<file path="src/rtl/spatz_spm_responder.sv">
// SPM responder: accepts q-channel requests, drives a fixed-latency SRAM port
// and returns in-order p-channel responses through a fall-through FIFO.
// A credit counter bounds the number of outstanding requests, so a response
// never finds the FIFO full.
module spatz_spm_responder #(
  parameter int unsigned AddrWidth   = 16,
  parameter int unsigned DataWidth   = 32,
  parameter int unsigned UserWidth   = 1,
  parameter int unsigned SpmSize     = 65536,
  parameter int unsigned SramLatency = 1,
  parameter int unsigned FifoDepth   = 2,
  localparam int unsigned StrbWidth  = DataWidth / 8,
  localparam int unsigned ByteOffW   = $clog2(StrbWidth),
  localparam int unsigned WordAddrW  = AddrWidth - ByteOffW
) (
  input  logic                 clk_i,
  input  logic                 rst_ni,
  input  logic                 q_valid_i,
  output logic                 q_ready_o,
  input  logic [AddrWidth-1:0] q_addr_i,
  input  logic                 q_write_i,
  input  logic [3:0]           q_amo_i,
  input  logic [DataWidth-1:0] q_data_i,
  input  logic [StrbWidth-1:0] q_strb_i,
  input  logic [UserWidth-1:0] q_user_i,
  output logic                 p_valid_o,
  input  logic                 p_ready_i,
  output logic [DataWidth-1:0] p_data_o,
  output logic                 p_error_o,
  output logic [UserWidth-1:0] p_user_o,
  output logic                 sram_req_o,
  output logic                 sram_we_o,
  output logic [WordAddrW-1:0] sram_addr_o,
  output logic [DataWidth-1:0] sram_wdata_o,
  output logic [StrbWidth-1:0] sram_be_o,
  input  logic [DataWidth-1:0] sram_rdata_i
);

  localparam int unsigned CntW = $clog2(FifoDepth + 1);
  localparam int unsigned PtrW = (FifoDepth > 1) ? $clog2(FifoDepth) : 1;
  localparam int unsigned EntW = 1 + UserWidth + DataWidth;
  localparam logic [CntW-1:0]      DepthCnt = CntW'(FifoDepth);
  localparam logic [PtrW-1:0]      LastPtr  = PtrW'(FifoDepth - 1);
  localparam logic [AddrWidth:0]   SpmLimit = (AddrWidth + 1)'(SpmSize);

  // Parameter sanity checks, evaluated at elaboration.
  if (FifoDepth < 1) begin : g_bad_depth
    $error("FifoDepth must be at least 1");
  end
  if (SramLatency < 1) begin : g_bad_latency
    $error("SramLatency must be at least 1");
  end
  if ((DataWidth < 8) || ((DataWidth & (DataWidth - 1)) != 0)) begin : g_bad_width
    $error("DataWidth must be a power of two and at least 8");
  end
  if (longint'(SpmSize) > (longint'(1) << AddrWidth)) begin : g_bad_size
    $error("SpmSize must not exceed 2**AddrWidth");
  end

  // ---------------------------------------------------------------------------
  // Request side
  // ---------------------------------------------------------------------------
  logic [CntW-1:0] outstanding_reg, outstanding_next;
  logic            q_hs, p_hs, req_error;

  // Ready depends only on the credit register, never on p_ready_i.
  assign q_ready_o = (outstanding_reg < DepthCnt);
  assign q_hs      = q_valid_i & q_ready_o;
  assign req_error = (q_amo_i != 4'd0) | ({1'b0, q_addr_i} >= SpmLimit);

  // Error requests never reach the macro; idle outputs are forced to zero.
  assign sram_req_o   = q_hs & ~req_error;
  assign sram_we_o    = sram_req_o & q_write_i;
  assign sram_addr_o  = sram_req_o ? q_addr_i[AddrWidth-1:ByteOffW] : '0;
  assign sram_wdata_o = sram_req_o ? q_data_i : '0;
  assign sram_be_o    = sram_req_o ? q_strb_i : '0;

  // ---------------------------------------------------------------------------
  // Meta pipeline, one stage per cycle of SRAM latency
  // ---------------------------------------------------------------------------
  logic                 pipe_valid_reg [SramLatency];
  logic                 pipe_write_reg [SramLatency];
  logic                 pipe_error_reg [SramLatency];
  logic [UserWidth-1:0] pipe_user_reg  [SramLatency];

  genvar gi;
  generate
    for (gi = 0; gi < SramLatency; gi++) begin : g_stage
      logic                 in_valid, in_write, in_error;
      logic [UserWidth-1:0] in_user;

      if (gi == 0) begin : g_head
        assign in_valid = q_hs;
        assign in_write = q_write_i;
        assign in_error = req_error;
        assign in_user  = q_user_i;
      end else begin : g_body
        assign in_valid = pipe_valid_reg[gi-1];
        assign in_write = pipe_write_reg[gi-1];
        assign in_error = pipe_error_reg[gi-1];
        assign in_user  = pipe_user_reg[gi-1];
      end

      // Advance request metadata in lockstep with the SRAM access.
      always_ff @(posedge clk_i or negedge rst_ni) begin
        if (!rst_ni) begin
          pipe_valid_reg[gi] <= 1'b0;
          pipe_write_reg[gi] <= 1'b0;
          pipe_error_reg[gi] <= 1'b0;
          pipe_user_reg[gi]  <= '0;
        end else begin
          pipe_valid_reg[gi] <= in_valid;
          pipe_write_reg[gi] <= in_write;
          pipe_error_reg[gi] <= in_error;
          pipe_user_reg[gi]  <= in_user;
        end
      end
    end
  endgenerate

  logic            push;
  logic            push_read_ok;
  logic [EntW-1:0] push_entry;

  assign push         = pipe_valid_reg[SramLatency-1];
  assign push_read_ok = ~pipe_write_reg[SramLatency-1] & ~pipe_error_reg[SramLatency-1];
  assign push_entry   = {pipe_error_reg[SramLatency-1], pipe_user_reg[SramLatency-1],
                         push_read_ok ? sram_rdata_i : {DataWidth{1'b0}}};

  // ---------------------------------------------------------------------------
  // Fall-through response FIFO
  // ---------------------------------------------------------------------------
  logic [EntW-1:0] fifo_mem [FifoDepth];
  logic [PtrW-1:0] rptr_reg, rptr_next, wptr_reg, wptr_next;
  logic [CntW-1:0] count_reg, count_next;
  logic            fifo_empty, fifo_write, fifo_read;
  logic [EntW-1:0] head_entry;

  assign fifo_empty = (count_reg == '0);
  assign p_valid_o  = ~fifo_empty | push;
  assign p_hs       = p_valid_o & p_ready_i;
  // A push into an empty FIFO that is consumed at once bypasses storage.
  assign fifo_write = push & ~(fifo_empty & p_ready_i);
  assign fifo_read  = p_hs & ~fifo_empty;
  assign head_entry = fifo_empty ? push_entry : fifo_mem[rptr_reg];
  assign {p_error_o, p_user_o, p_data_o} = p_valid_o ? head_entry : '0;

  // Pointer, occupancy and credit bookkeeping.
  always_comb begin
    rptr_next        = rptr_reg;
    wptr_next        = wptr_reg;
    count_next       = count_reg;
    outstanding_next = outstanding_reg;
    if (fifo_write) begin
      wptr_next = (wptr_reg == LastPtr) ? '0 : wptr_reg + PtrW'(1);
    end
    if (fifo_read) begin
      rptr_next = (rptr_reg == LastPtr) ? '0 : rptr_reg + PtrW'(1);
    end
    case ({fifo_write, fifo_read})
      2'b10:   count_next = count_reg + CntW'(1);
      2'b01:   count_next = count_reg - CntW'(1);
      default: count_next = count_reg;
    endcase
    case ({q_hs, p_hs})
      2'b10:   outstanding_next = outstanding_reg + CntW'(1);
      2'b01:   outstanding_next = outstanding_reg - CntW'(1);
      default: outstanding_next = outstanding_reg;
    endcase
  end

  // State registers; reset discards everything in flight.
  always_ff @(posedge clk_i or negedge rst_ni) begin
    if (!rst_ni) begin
      rptr_reg        <= '0;
      wptr_reg        <= '0;
      count_reg       <= '0;
      outstanding_reg <= '0;
    end else begin
      rptr_reg        <= rptr_next;
      wptr_reg        <= wptr_next;
      count_reg       <= count_next;
      outstanding_reg <= outstanding_next;
    end
  end

  // FIFO storage; contents are meaningless until counted in by count_reg.
  always_ff @(posedge clk_i) begin
    if (fifo_write) begin
      fifo_mem[wptr_reg] <= push_entry;
    end
  end

  // Credits guarantee a response never arrives while the FIFO is full.
  always_ff @(posedge clk_i) begin
    if (rst_ni) begin
      assert (!(push && (count_reg == DepthCnt)));
    end
  end

endmodule

</file>
<file path="config.mk">
export PLATFORM = sky130hd
export DESIGN_NAME = spatz_spm_responder
export DESIGN_NICKNAME = d
export VERILOG_FILES = /design/src/rtl/spatz_spm_responder.sv
export SDC_FILE = /design/constraint.sdc
export NUM_CORES = 1
export LEC_CHECK = 0
export CORE_ASPECT_RATIO = 0.9
export CORE_MARGIN = 5
export CORE_UTILIZATION = 37
export DETAILED_ROUTE_END_ITERATION = 12
export PLACE_DENSITY = 0.77
export SLEW_MARGIN = 20
export SYNTH_ARGS = -nofsm -noshare
export SYNTH_HDL_FRONTEND = slang
export SYNTH_SLANG_ARGS = --single-unit
</file>
<file path="constraint.sdc">
create_clock -name clk_i -period 2.9 [get_ports clk_i]
set_clock_uncertainty 0.2 [all_clocks]
set_input_delay 0.58 -clock clk_i [delete_from_list [all_inputs] [get_ports clk_i]]
set_output_delay 0.58 -clock clk_i [all_outputs]
set_load 0.1 [all_outputs]
</file>
## Yosys cells after proc, flatten, opt, wreduce, memory -nomap -nowiden

Memories as Yosys holds them, arrays and structs flattened.
Cells that the tools add are included.
Widths: inputs -> output; s select.

| storage, ports and cells | value |
|---|---|
| register bits after elaboration | 10 |
| RAM bits | 68 |
| input bits | 94 |
| output and inout bits | 88 |
| logic and storage cells | 50 |
| memories | 1 |

Memories:

| name | depth | bits a word | read ports | clocked after memory_dff | wr ports | line | RTL |
|---|---|---|---|---|---|---|---|
| fifo_mem | 2 | 34 | 1 | 0 | 1 | 133 | `logic [EntW-1:0] fifo_mem [FifoDepth];` |

| operators by class | value |
|---|---|
| add/subtract/negate cells | 6 |
| magnitude comparators | 1 |
| equality and inequality tests | 4 |
| muxes and demuxes | 12 |
| bitwise logic cells | 14 |
| reduce and logical (&&, ||, !) cells | 4 |

Operator list:

| operator | count |
|---|---|
| $mux 34 | 2 |
| $mux 32 | 2 |
| $mux 14 | 1 |
| $and 1x1->1 | 8 |
| $pmux 2 s2 | 2 |
| $not 1->1 | 5 |
| $add 2x1->2 const B | 2 |
| $eq 2x1->1 const B | 2 |
| $eq 2x2->1 const B | 2 |
| $mux 1 | 4 |
| $mux 4 | 1 |
| $reduce_bool 2->1 | 2 |
| $reduce_bool 4->1 | 1 |
| $sub 2x1->2 const B | 2 |
| $add 1x1->1 const B | 2 |
| $logic_not 2->1 | 1 |
| $lt 2x2->1 const B | 1 |
| $or 1x1->1 | 1 |

## Logic depth before layout (Yosys ltp)

| depth | value |
|---|---|
| word-level depth | 7 |
| mapped depth | 7 |
| depth with buffers taken out | 6 |

## Worst setup path before layout

No wires, ideal clock.

| timing | value |
|---|---|
| kind | register -> output |
| start | register count_reg[0] |
| end | output port p_user_o |
| arrival | 2,736 ps |
| setup slack | -616 ps |
| cell stages (with the launch flop) | 4 |
| path buffers | 1 |
| cell sequence | dfrtp_1 -> nor2_1 -> buf_2 -> o21ai_0 |

| on the way | value |
|---|---|
| longest elaborated chain between the ends | 4 |
| elaborated cells between the ends (all ways) | 5 |

RTL lines:

| what | line | RTL |
|---|---|---|
| from (decl) | 135 | `logic [CntW-1:0] count_reg, count_next;` |
| from (signal assigned) | 182 | `count_reg <= count_next;` |
| $logic_not 2->1 * | 139 | `assign fifo_empty = (count_reg == '0);` |
| $not 1->1 | 140 | `assign p_valid_o = ~fifo_empty \| push;` |
| $or 1x1->1 | 140 |  |
| $mux 34 * | 146 | `assign {p_error_o, p_user_o, p_data_o} = p_valid_o ? head_entry : '0;` |
| to (decl) | 30 | `output logic [UserWidth-1:0] p_user_o,` |

Mark *: on every way between the ends. The rest lies on a longest branch, timed or not.

## Worst setup path in the final report

| timing | value |
|---|---|
| start | input port q_amo_i[3] |
| end | output port sram_wdata_o[3] |

| on the way | value |
|---|---|
| longest elaborated chain between the ends | 4 |

RTL lines:

| what | line | RTL |
|---|---|---|
| from (decl) | 22 | `input logic [3:0] q_amo_i,` |
| $reduce_bool 4->1 | 69 | `assign req_error = (q_amo_i != 4'd0) \| ({1'b0, q_addr_i} >= SpmLimit);` |
| net g_stage[0].in_error | 89 | `logic in_valid, in_write, in_error;` |
| $not 1->1 | 72 | `assign sram_req_o = q_hs & ~req_error;` |
| $and 1x1->1 | 72 |  |
| $mux 32 | 75 | `assign sram_wdata_o = sram_req_o ? q_data_i : '0;` |
| to (decl) | 34 | `output logic [DataWidth-1:0] sram_wdata_o,` |

The timed path passes the listed nets, and every way through them passes these cells.

==> metrics.md <==
| Metric | Value |
|---|---|
| Status | complete, no violations |
| Met2 Resource Use GR | 0.350 |
| Max Clk Rate | ~350 MHz |
| Crit path max fanout | 11 |
| I/O Buffers | ~180 |
| Final setup violation count | 0 |
| Final hold slack | 0.287 ns |
| Io pins | about 180 |
| CP endpoint kind | output pin |
| Top delay family on crit path | simple AND/OR/NAND/NOR gates |
| Clock Latency Late Sink | roughly 0.32 ns |
| Yosys top cell by area | edfxtp_1 |
| Final hold vios | 0 |
| FP Rows | 35 |
| 1st-iter DRT viols | 149 |
| Reg2reg start | count_reg[0]$_DFFE_PN0P_ |
| Met3 Use GR | 0.0706 |
| TNS Setup | 0 ns |
| First-pass GRT wire length | roughly 18 mm |
| Ys flop type | edfxtp_1 |
| Tmin final | ~2.9 ns |
| Worst Path Class, Setup | input pin to output pin |
| Critical path required time | 2.12 ns |
| Mean post-synth cell area | between 10 and 15 sq um |
| Sequential area share after synthesis | 0.607 |
| Critical R2R Capture | fifo_mem[1][2]$_DFFE_PP_ |
| Most used cell, CP | buf_12 |
| Top-count cell post-synth | and2_1 |
| Synth top cells by count | and2_1 (84), edfxtp_1 (68), mux2i_1 (33) |
| Via-to-Cell Ratio | roughly 4.9 |
| Clock Sink Count | between 70 and 80 |
| Tightest Pin Transition | 0.604 ns |
| Class of the worst hold path | flop to flop |
| Number of global-route vias before repair | between 3000 and 4000 |
| Max clock buf depth | 2 |
| DRT Pass-1 Iters | 5 |
| Post-route ant nets | 0 |
| Period utilisation layout | 0.983 |
| Final core occ | 0.719 |
| Overflow after GRT | 0 |
| Die footprint | between 0.01 and 0.015 sq mm |
| Worst slew margin | 0.597 |
| R2R Setup Slk | 0.82 ns |
| Core footprint | a little over 0.01 sq mm |
| Final wirelength | between 10 and 15 mm |
| Dominant cells by area after synthesis | edfxtp_1 (54%), and2_1 (14%), mux2i_1 (8.7%), o2bb2ai_1 (7.4%), dfrtp_1 (6.6%) |
| Area grow syn2layout | 92.4% |
| CTS root buf | clkbuf_16 |
| Hold EP | fifo_mem[0][32]$_DFFE_PP_ |
| Layout cells sized above 1 | 0.425 |
| Highest cell delay on the worst timing path | 0.58 ns |
| Syn Nets | between 300 and 400 |
| Cells after synthesis | about 280 |
| Critical Path AT | approximately 2.1 ns |
| Hold Crit Start | pipe_user_reg$_DFF_PN0_ |
| Slowest cell on crit path | or4_4 |
| Netlist area before placement | about 0.0038 sq mm |
| DP Wirelength | 8.57 mm |
| Initial core utilization | 0.374 |
| FF+latch count, synth | between 70 and 80 |
| Routed length per instance | 19.0 um |
| Final net count | 564 |
| Antenna violations before repair | 0 |
| Met1 GRT Util | 0.196 |
| Worst hold stages | 0 |
| Critical Path Start Type | input pin |
| Leak pwr | between 2 and 3 nW |
| R2R depth | 5 |
| CTS tree | yes |
| Number of unique standard cell types used by synthesis | 26 |
| Worst vdd ir | between 0.9 and 1 mV |
| Post-synth ARST share | 0.128 |
| Num CTS Buffers | 9 |
| CTS HTree Levels | 3 |
| Cts hold-fix bufs | 0 |
| Ant. Diodes | 0 |
| WP buf/inv | 4 |
| Final Slew Violations | 0 |
| Overall global routing resource usage | 0.189 |
| P per Cell Area | 1040 mW/mm^2 |
| Max cap viols | 0 |
| Critical path cell sequence | clkdlybuf4s15_1 > or4_4 > nor2_8 > buf_12 > buf_8 > and2_2 > buf_12 |
| Vias | slightly below 3000 |
| Die Wd | 117 um |
| Die Ht | between 100 and 150 um |
| Largest net degree at the start of global routing | 33 |
| Most used routing layer | met2 |
| Number of synthesized flops with an enable pin | 68 |
| Max reg flops | between 60 and 70 |
| Global placement routability congestion | 0.859 |
| Clock transition at path regs | roughly 0.060 ns |
| RSZ-0062 raised after global routing | false |
| # DRC | 0 |
| Synth top area share | 0.540 |
| Ys Warns | 0 |
worst reg2reg max path: stages, from the launching register on:
cell and delay, ns:
dfrtp_1 0.45, nor2_4 0.04, buf_4 0.21, a21bo_2 0.30, nor2_4 0.32, buf_12 0.24
area by class of cell:
class / count / area (sq um)
Fill cell: 652 / 2850
Inverter: 3 / 11.3
Timing Repair Buffer: 198 / 2920
Tap cell: 129 / 161
Clock inverter: 7 / 65.1
Sequential cell: 78 / 2290
Multi-Input combinational cell: 178 / 1600
Clock buffer: 9 / 225
worst max path at each step:
| stage | start | to | slack (ns) | cells past startpoint |
|---|---|---|---|---|
| 2_1_floorplan | rptr_reg$_DFFE_PN0P_ | p_data_o[18] | -0.23 | 4 |
| 3_3_place_gp | q_amo_i[1] | sram_wdata_o[13] | -0.10 | 6 |
| 3_5_place_dp | q_amo_i[1] | sram_wdata_o[11] | -0.16 | 6 |
| 4_1_cts | q_amo_i[2] | sram_wdata_o[3] | 0.01 | 7 |
| 5_1_grt | q_amo_i[3] | sram_wdata_o[0] | 0.001 | 7 |
| 6_report | q_amo_i[3] | sram_wdata_o[3] | 0.05 | 7 |
cell usage in the layout (no fill, tap or decap), types with 2 or more instances in the layout:
cell type         n
mux2i_1          33
xnor2_1           6
and2_1           33
buf_4            11
and2_2           21
inv_1             3
dfrtp_1           9
clkdlybuf4s15_1   3
clkinv_2          3
nor2_1            2
o2bb2ai_1        14
and2_4           30
clkbuf_16         9
o2bb2ai_2        18
buf_12           92
clkdlybuf4s50_1  87
xor2_1            2
buf_16            2
nor2b_1           2
buf_8             2
nor2_4            3
ha_1              2
edfxtp_1         68
through the flow:
stage / area, sq um / std cells / worst slack, ns / power [mW]
floorplan: 3960 / 279 / -0.226 / 4.70
global placement: 6810 / 580 / -0.101 / 6.47
detailed placement: 6810 / 580 / -0.159 / 6.53
CTS: 7260 / 601 / 0.0149 / 7.63
global route: 7270 / 602 / 0.00145 / 7.83
finish: 7270 / 602 / 0.0493 / 7.56
per-layer routing:
layer / share of wire / vias to the layer above / wire [um]
met5: 0 / - / 0
met3: 0.089 / 12 / 1020
met2: 0.55 / 136 / 6340
met4: 0.019 / 0 / 223
met1: 0.34 / 1441 / 3870
li1: - / 1387 / -
kinds of logic after synthesis:
group | count (synthesis) | synth area share
simple gates | 99 | 0.164
flops | 78 | 0.607
compound gates | 36 | 0.0815
mux | 33 | 0.0874
buf+inv | 23 | 0.0354
xor+xnor | 8 | 0.0185
fa+ha+maj | 2 | 0.00662
what timing repair did:
item	CTS	global route
setup buffers	4	1
gates cloned	2	0
pin swaps	6	2
endpoints found under the setup margin	52	31
gates resized for setup	43	1
where the power goes:
group	switching (mW)	internal, mW	leakage, nW
registers	0.158	1.46	0.748
logic	3.17	1.70	1.94
clock network	0.411	0.659	0.143
total	3.74	3.82	2.84
(Power assumes the default switching activity.)
